`src/rtl/i2c_rtc_slave.sv`:
```
// I2C slave bus engine for the PCF8583 clock/CMOS emulation: filters SCL/SDA, decodes START/STOP,
// matches DEV_ADDR, owns the register pointer and drives the register file write/read interface.
module i2c_rtc_slave #(
    parameter logic [6:0] DEV_ADDR = 7'h50,
    parameter int         FILT_LEN = 3
) (
    input  logic       clk,
    input  logic       reset,
    input  logic       scl_i,
    input  logic       sda_i,
    output logic       sda_oe,
    output logic [7:0] reg_addr,
    output logic [7:0] reg_wdata,
    output logic       reg_we,
    input  logic [7:0] reg_rdata
);

    localparam int CW = (FILT_LEN > 1) ? $clog2(FILT_LEN) : 1;
    localparam logic [CW-1:0] CNT_MAX = CW'(FILT_LEN - 1);

    typedef enum logic [3:0] {
        S_IDLE, S_DEVADDR, S_ACK_DEV, S_PTR, S_ACK_PTR,
        S_WDATA, S_ACK_W, S_RDATA, S_MACK, S_WAIT_STOP
    } state_t;

    logic [1:0]    scl_s_q, sda_s_q;
    logic          scl_f_q, sda_f_q, scl_p_q, sda_p_q;
    logic [CW-1:0] scl_cnt_q, sda_cnt_q;

    state_t        state_q;
    logic [3:0]    bit_cnt_q;
    logic [7:0]    shift_q;
    logic          rw_q, mack_q;
    logic          sda_oe_q, reg_we_q;
    logic [7:0]    reg_addr_q, reg_wdata_q;

    logic       scl_rise, scl_fall, start_det, stop_det;
    logic [7:0] byte_in;

    assign scl_rise  = scl_f_q & ~scl_p_q;
    assign scl_fall  = ~scl_f_q & scl_p_q;
    assign start_det = scl_f_q & scl_p_q & sda_p_q & ~sda_f_q;
    assign stop_det  = scl_f_q & scl_p_q & ~sda_p_q & sda_f_q;
    assign byte_in   = {shift_q[6:0], sda_f_q};

    assign sda_oe    = sda_oe_q;
    assign reg_we    = reg_we_q;
    assign reg_addr  = reg_addr_q;
    assign reg_wdata = reg_wdata_q;

    // A level change is accepted only after FILT_LEN consecutive differing synchronised samples.
    always_ff @(posedge clk) begin
        if (reset) begin
            scl_s_q   <= 2'b11;
            sda_s_q   <= 2'b11;
            scl_f_q   <= 1'b1;
            sda_f_q   <= 1'b1;
            scl_p_q   <= 1'b1;
            sda_p_q   <= 1'b1;
            scl_cnt_q <= '0;
            sda_cnt_q <= '0;
        end else begin
            scl_s_q <= {scl_s_q[0], scl_i};
            sda_s_q <= {sda_s_q[0], sda_i};
            scl_p_q <= scl_f_q;
            sda_p_q <= sda_f_q;
            if (scl_s_q[1] == scl_f_q) begin
                scl_cnt_q <= '0;
            end else if (scl_cnt_q == CNT_MAX) begin
                scl_f_q   <= scl_s_q[1];
                scl_cnt_q <= '0;
            end else begin
                scl_cnt_q <= scl_cnt_q + CW'(1);
            end
            if (sda_s_q[1] == sda_f_q) begin
                sda_cnt_q <= '0;
            end else if (sda_cnt_q == CNT_MAX) begin
                sda_f_q   <= sda_s_q[1];
                sda_cnt_q <= '0;
            end else begin
                sda_cnt_q <= sda_cnt_q + CW'(1);
            end
        end
    end

    always_ff @(posedge clk) begin
        if (reset) begin
            state_q     <= S_IDLE;
            bit_cnt_q   <= 4'd0;
            shift_q     <= 8'h00;
            rw_q        <= 1'b0;
            mack_q      <= 1'b1;
            sda_oe_q    <= 1'b0;
            reg_we_q    <= 1'b0;
            reg_addr_q  <= 8'h00;
            reg_wdata_q <= 8'h00;
        end else begin
            reg_we_q <= 1'b0;
            if (reg_we_q) begin
                reg_addr_q <= reg_addr_q + 8'd1;
            end
            if (start_det) begin
                state_q   <= S_DEVADDR;
                bit_cnt_q <= 4'd0;
                sda_oe_q  <= 1'b0;
            end else if (stop_det) begin
                state_q   <= S_IDLE;
                bit_cnt_q <= 4'd0;
                sda_oe_q  <= 1'b0;
            end else begin
                case (state_q)
                    S_DEVADDR, S_PTR, S_WDATA: begin
                        if (scl_rise) begin
                            shift_q   <= byte_in;
                            bit_cnt_q <= bit_cnt_q + 4'd1;
                            if (bit_cnt_q == 4'd7) begin
                                bit_cnt_q <= 4'd0;
                                if (state_q == S_DEVADDR) begin
                                    rw_q    <= byte_in[0];
                                    state_q <= (byte_in[7:1] == DEV_ADDR) ? S_ACK_DEV : S_WAIT_STOP;
                                end else if (state_q == S_PTR) begin
                                    reg_addr_q <= byte_in;
                                    state_q    <= S_ACK_PTR;
                                end else begin
                                    reg_wdata_q <= byte_in;
                                    reg_we_q    <= 1'b1;
                                    state_q     <= S_ACK_W;
                                end
                            end
                        end
                    end
                    // First SCL fall in an ACK state pulls SDA low, the second one ends the ACK.
                    S_ACK_DEV, S_ACK_PTR, S_ACK_W: begin
                        if (scl_fall) begin
                            if (!sda_oe_q) begin
                                sda_oe_q <= 1'b1;
                            end else begin
                                sda_oe_q  <= 1'b0;
                                bit_cnt_q <= 4'd0;
                                if (state_q == S_ACK_DEV && rw_q) begin
                                    shift_q    <= {reg_rdata[6:0], 1'b0};
                                    sda_oe_q   <= ~reg_rdata[7];
                                    bit_cnt_q  <= 4'd1;
                                    reg_addr_q <= reg_addr_q + 8'd1;
                                    state_q    <= S_RDATA;
                                end else if (state_q == S_ACK_DEV) begin
                                    state_q <= S_PTR;
                                end else begin
                                    state_q <= S_WDATA;
                                end
                            end
                        end
                    end
                    S_RDATA: begin
                        if (scl_fall) begin
                            if (bit_cnt_q == 4'd8) begin
                                sda_oe_q  <= 1'b0;
                                bit_cnt_q <= 4'd0;
                                state_q   <= S_MACK;
                            end else begin
                                sda_oe_q  <= ~shift_q[7];
                                shift_q   <= {shift_q[6:0], 1'b0};
                                bit_cnt_q <= bit_cnt_q + 4'd1;
                            end
                        end
                    end
                    S_MACK: begin
                        if (scl_rise) begin
                            mack_q <= sda_f_q;
                        end else if (scl_fall) begin
                            if (!mack_q) begin
                                shift_q    <= {reg_rdata[6:0], 1'b0};
                                sda_oe_q   <= ~reg_rdata[7];
                                bit_cnt_q  <= 4'd1;
                                reg_addr_q <= reg_addr_q + 8'd1;
                                state_q    <= S_RDATA;
                            end else begin
                                state_q <= S_WAIT_STOP;
                            end
                        end
                    end
                    default: ;
                endcase
            end
        end
    end

endmodule
```
`config.mk`:
```
export PLATFORM = sky130hd
export DESIGN_NAME = i2c_rtc_slave
export DESIGN_NICKNAME = d
export VERILOG_FILES = /design/src/rtl/i2c_rtc_slave.sv
export SDC_FILE = /design/constraint.sdc
export NUM_CORES = 1
export LEC_CHECK = 0
export ABC_AREA = 1
export ABC_CLOCK_PERIOD_IN_PS = 3050
export BUFFER_PORTS_ARGS = -buffer_cell sky130_fd_sc_hd__buf_2
export CAP_MARGIN = 20
export CORE_UTILIZATION = 64
export DETAILED_ROUTE_END_ITERATION = 10
export PLACE_DENSITY = 0.91
export SKIP_LAST_GASP = 1
export SYNTH_ARGS = -nofsm -noshare
export SYNTH_HDL_FRONTEND = slang
export SYNTH_SLANG_ARGS = --single-unit
```
`constraint.sdc`:
```
create_clock -name clk -period 3.05 [get_ports clk]
set_clock_uncertainty 0.15 [all_clocks]
set_input_delay 0.305 -clock clk [delete_from_list [all_inputs] [get_ports clk]]
set_output_delay 0.305 -clock clk [all_outputs]
set_load 0.05 [all_outputs]
```
# Word level (Yosys, flattened, before mapping)
# Index checks and enable logic that the tools add are counted.
dict set report word_totals {
  ff_bits 48
  input_bits 12
  output_inout_bits 18
  word_cells 160
}
dict set report op_classes {
  addsub 4
  n_eq_ne 34
  n_mux 62
  n_bitwise 22
  reduce_logical 20
}
# op n
set ops {}
lappend ops {{$mux 8} 22}
lappend ops {{$mux 4} 20}
lappend ops {{$ne 4x4->1 const B} 8}
lappend ops {{$pmux 4 s4} 2}
lappend ops {{$pmux 8 s4} 1}
lappend ops {{$pmux 8 s3} 1}
lappend ops {{$ne 2x2->1 const B} 11}
lappend ops {{$eq 4x3->1 const B} 5}
lappend ops {{$reduce_and 9->1} 2}
lappend ops {{$not 1->1} 15}
lappend ops {{$reduce_or 3->1} 5}
lappend ops {{$mux 1} 12}
lappend ops {{$reduce_and 12->1} 1}
lappend ops {{$reduce_and 6->1} 2}
lappend ops {{$add 8x1->8 const B} 1}
lappend ops {{$eq 4x2->1 const B} 2}
lappend ops {{$eq 4x4->1 const B} 2}
lappend ops {{$reduce_and 8->1} 1}
lappend ops {{$and 1x1->1} 7}
lappend ops {{$eq 7x7->1 const B} 1}
lappend ops {{$reduce_and 7->1} 1}
lappend ops {{$reduce_or 7->1} 1}
lappend ops {{$mux 3} 2}
lappend ops {{$reduce_bool 6->1} 1}
lappend ops {{12 further kinds} 16}

# Longest topological paths before layout
dict set report depth {
  word_depth 9
  ltp_mapped 13
  ltp_nobuf 12
}

# Worst setup path after synthesis
# OpenSTA, ideal clock, no wires.
dict set report synth_path {
  kind {reg2reg}
  startpoint {register reg_addr_q[1] (netlist: reg_addr[1])}
  endpoint {register reg_addr_q[2] (netlist: reg_addr[2])}
  setup_time_ps 117
  arrival_ps 1668
  required_time_ps 2783
  setup_slack_ps 1115
  stages_incl_launch_ff 10
  path_buffers 0
  period_less_slack_ps 1935
  cell_sequence {dfxtp_1 ha_1 xnor2_1 nand2_1 o21ai_0 inv_1 o21ai_0 nand2_1 nor2_1 nor2_1}
}
dict set report synth_via {
  elab_chain_cells 9
  elab_cells_between_ends 15
  cone_classes {add/sub: 1; mux: 14}
}
# item line
set synth_lines {}
lappend synth_lines {{start, declared} 35} ;# logic [7:0] reg_addr_q, reg_wdata_q;
lappend synth_lines {{start signal, assigned} 100} ;# reg_addr_q <= reg_addr_q + 8'd1;
lappend synth_lines {{start signal, assigned} 122} ;# reg_addr_q <= byte_in;
lappend synth_lines {{start signal, assigned} 144} ;# reg_addr_q <= reg_addr_q + 8'd1;
lappend synth_lines {{$add 8x1->8 *} {100, 144, 175}}
lappend synth_lines {{$mux 8} 99} ;# if (reg_we_q) begin
lappend synth_lines {{$mux 8} 121} ;# end else if (state_q == S_PTR) begin
lappend synth_lines {{$mux 8} 118} ;# if (state_q == S_DEVADDR) begin
lappend synth_lines {{$mux 8} 116} ;# if (bit_cnt_q == 4'd7) begin
lappend synth_lines {{$mux 8} 113} ;# if (scl_rise) begin
lappend synth_lines {{$pmux 8 s3} 111} ;# case (state_q)
lappend synth_lines {{$mux 8} 106} ;# end else if (stop_det) begin
lappend synth_lines {{$mux 8 *} 102} ;# if (start_det) begin
# Mark *: on every way between the ends. The rest lies on a longest branch, timed or not.
# A chain may end at the register's enable or synchronous reset.

# Final worst setup path
dict set report layout_path {
  startpoint {register state_q[2]}
  endpoint {register reg_addr_q[7] (netlist: reg_addr[7])}
}
dict set report layout_via {
  elab_chain_cells 8
  elab_cells_between_ends 20
  cone_classes {eq/ne: 7; mux: 10; reduce/logical: 3}
}
# item line
set layout_lines {}
lappend layout_lines {{start, declared} 30} ;# state_t state_q;
lappend layout_lines {{start signal, assigned} 120} ;# state_q <= (byte_in[7:1] == DEV_ADDR) ? S_ACK_DEV : S_WAIT_STOP;
lappend layout_lines {{$eq 4x2->1, on equally long branches} {111, 121, 140}}
lappend layout_lines {{$mux 8 / $logic_and 1x1->1 (equally long branches)} {121, 140}}
lappend layout_lines {{$mux 8, on equally long branches} {118, 140}}
lappend layout_lines {{$mux 8, on equally long branches} {116, 135}}
lappend layout_lines {{$mux 8, on equally long branches} {113, 134}}
lappend layout_lines {{$pmux 8 s3 *} 111}
lappend layout_lines {{$mux 8 *} 106}
lappend layout_lines {{$mux 8 *} 102}
# Marks and branches as above.

==> results.md <==
* Leakage at 0.00169 uW
* WHS at 29.7 ps
* TritonRoute pass-1 iters at 8
* CP max stage cell: o21ai_0
* Multi-input gate area at 1720 um2
* Final setup vio count at 0
* Pins Over Slew Limit at 0
* RSZ-0062 raised after global routing: no
* Synthesized cell area at 3020 um2
* CP Capture Point: reg_addr[7]$_SDFF_PP0_
* Clock sinks at 48
* CTS Buf Count at 5
* Synthesized area per cell at 6.16 um2
* Detailed placement HPWL at 5.25 mm
* Fill count at 371
* Post-synth top cells: nand2_1 (136), inv_1 (72), nor2_1 (61)
* DR iter-0 viols at 423
* Gr usage total at 0.308
* Fin area at 3270 um2
* CP Max Fanout at 15
* DRC at 4
* Die footprint at 4990 um2
* Die width at 70.7 um
* P per Cell Area at 744 nW/um2
* Layout cell share with drive strength beyond 1 at 0.114
* Fmax at 420 MHz
* Root buf cell: clkbuf_8
* Worst slew pin tran at 910 ps
* Warnings from Yosys at 0
* Final #Nets at 534
* CTS max path bufs at 2
* Sequential cell area fraction in the yosys report at 0.318
* CP arrival at 2450 ps
* Reg-to-Reg Start: state_q[2]$_SDFFE_PP0P_
* TritonCTS clock tree: yes
* Via total after detailed routing at 3210
* Crit path max-delay family: compound AO/OA/AOI/OAI gates
* CP startpoint: state_q[2]$_SDFFE_PP0P_
* Status: complete, but fails checks
* Synth area leader: dfxtp_1
* Hold Vio Cnt, Final at 0
* Wire length per cell at 12.7 um
* Diode count at 0
* Yosys reg bits at 48
* Post-CTS Hold Fix Bufs at 0
* Placed cell areas at 3180 um2
* PortBufs at 29
* R2r setup slk at 670 ps
* Dpl cells at 562
* Most used cell, CP: nand2_1
* Worst r2r path cells at 7
* WP data required at 3120 ps
* Syn_nets at 507
* Post-route setup TNS at 0 ps
* Sequential cell area at 961 um2
* Worst Setup Path Type: reg -> reg
* CTS HTree Levels at 2
* Vias in the first global route at 2874
* Critical R2R Capture: reg_addr[7]$_SDFF_PP0_
* Critical-path cell list: nor2_1, nand2_1, nand3_1, o21ai_0, a31oi_1, nand2_1, inv_1
* Worst path depth at 7
* Clock Pin Slew Worst Setup and Hold Paths at 90 ps
* Number of flops mapped to enable cells by yosys at 0
* Maximum vdd drop at 0.451 mV
* Grt ovf at 0
* Max Cap Viol at 0
* Synth top area share at 0.318
* Area Overhead vs Synth at 8.42%
* Worst rel slew slack at 0.387
* Vias/cell at 5.63
* Period minus WS final at 2380 ps
* Fin crit share at 0.780
* Synth async-reset ratio at 0
* Io pins at 30
* Hold Path Class: in -> reg
* Clk_lat worst skew at 310 ps
* Die height at 70.7 um
* Row count at 24
* Critical Path Sink Type: flop
* Largest net degree at the start of global routing at 25
* Most common cell in the netlist: nand2_1
* Finished Layout Cells at 570
* Top FF cell, synth: dfxtp_1
* Gate Count Post-Synth at 490
* Starting Density at 0.679
* Post-CTS Setup Bufs at 0
* Initial antenna violation count at 0
* Synth top area cells: dfxtp_1 (32%), nand2_1 (17%), inv_1 (9.0%), nor2_1 (7.6%), o21ai_0 (5.6%)
* Startpoint Class: flop
* Post_cts resized at 0
* Max stage delay on crit path at 750 ps
* WL final at 7.23 mm
* CP bufs+invs at 1
* Final GP Congestion at 0.972
* Failing checks: DRC
* Core area at 4440 um2
* First-pass GRT wire length at 12.5 mm
* Post-route ant nets at 0
* Unique cell type count in the Yosys netlist at 32
## placed cells by master (no fill, tap or decap), drive strengths merged
cell | synthesis | routed
o22ai | 1 | 1
inv | 75 | 75
or2 | 4 | 4
nand3b | 2 | 2
a21boi | 1 | 1
nor2 | 68 | 68
o21bai | 4 | 4
nand3 | 35 | 35
dfxtp | 48 | 48
clkinvlp | 0 | 1
o21ai | 36 | 36
a211oi | 1 | 1
clkbuf | 4 | 7
nor3 | 2 | 2
xnor2 | 3 | 3
and2 | 2 | 2
nand2 | 141 | 141
a31oi | 5 | 5
nand4 | 20 | 20
ha | 5 | 5
a21oi | 27 | 27
buf | 6 | 30
## where the power goes
group          internal [uW]  switching (uW)
clock                    184             213
combinational            385             862
sequential               703            87.1
total                   1270            1160
## cell type report
cell class,count,share of cell area
Sequential cell,48,0.294
Multi-Input combinational cell,357,0.525
Tap cell,52,0.0199
Timing Repair Buffer,30,0.0467
Clock buffer,7,0.0264
Clock inverter,1,0.00229
Inverter,75,0.0860
## flip-flops by register name (all words and copies together) (netlist names), 2 cells and up
name       count
reg_wdata      8
shift_q        8
sda_cnt_q      2
scl_s_q        2
scl_cnt_q      2
sda_s_q        2
reg_addr       8
state_q        4
bit_cnt_q      4
## kinds of logic (layout without fill, tap and decap cells)
group	count (synthesis)	after routing	synth area share
xor gates and xnor gates	3	3	0.00871
buffers and inverters	85	113	0.112
AOI/OAI and AO/OA	75	75	0.133
adders and majority gates	5	5	0.0207
and+or+nand+nor	274	274	0.407
DFF	48	48	0.318
## worst min-delay path by stage
stage / startpoint / to / depth (start not counted)
after floorplan: scl_s_q[0]$_SDFF_PP1_ / scl_s_q[1]$_SDFF_PP1_ / 1
after global placement: sda_s_q[0]$_SDFF_PP1_ / sda_s_q[1]$_SDFF_PP1_ / 1
after detailed placement: scl_s_q[0]$_SDFF_PP1_ / scl_s_q[1]$_SDFF_PP1_ / 1
after CTS: sda_i / sda_s_q[0]$_SDFF_PP1_ / 2
after global routing: sda_i / sda_s_q[0]$_SDFF_PP1_ / 2
final: sda_i / sda_s_q[0]$_SDFF_PP1_ / 2
## stage by stage
step	utilization	setup WS (ps)	power, uW
finish	0.736	671	2430
global route	0.736	405	2640
CTS	0.736	763	2410
detailed placement	0.715	790	2020
global placement	0.715	844	1980
floorplan	-	1110	1800
## metal layers
layer / vias to the layer above / part of all wire / track usage
met5: - / 0 / 0
met4: 0 / 0.038 / 0.140
met3: 34 / 0.090 / 0.0541
met2: 171 / 0.46 / 0.506
met1: 1387 / 0.42 / 0.397
li1: 1618 / - / -
No activity file was read; power rests on OpenSTA's default activity.
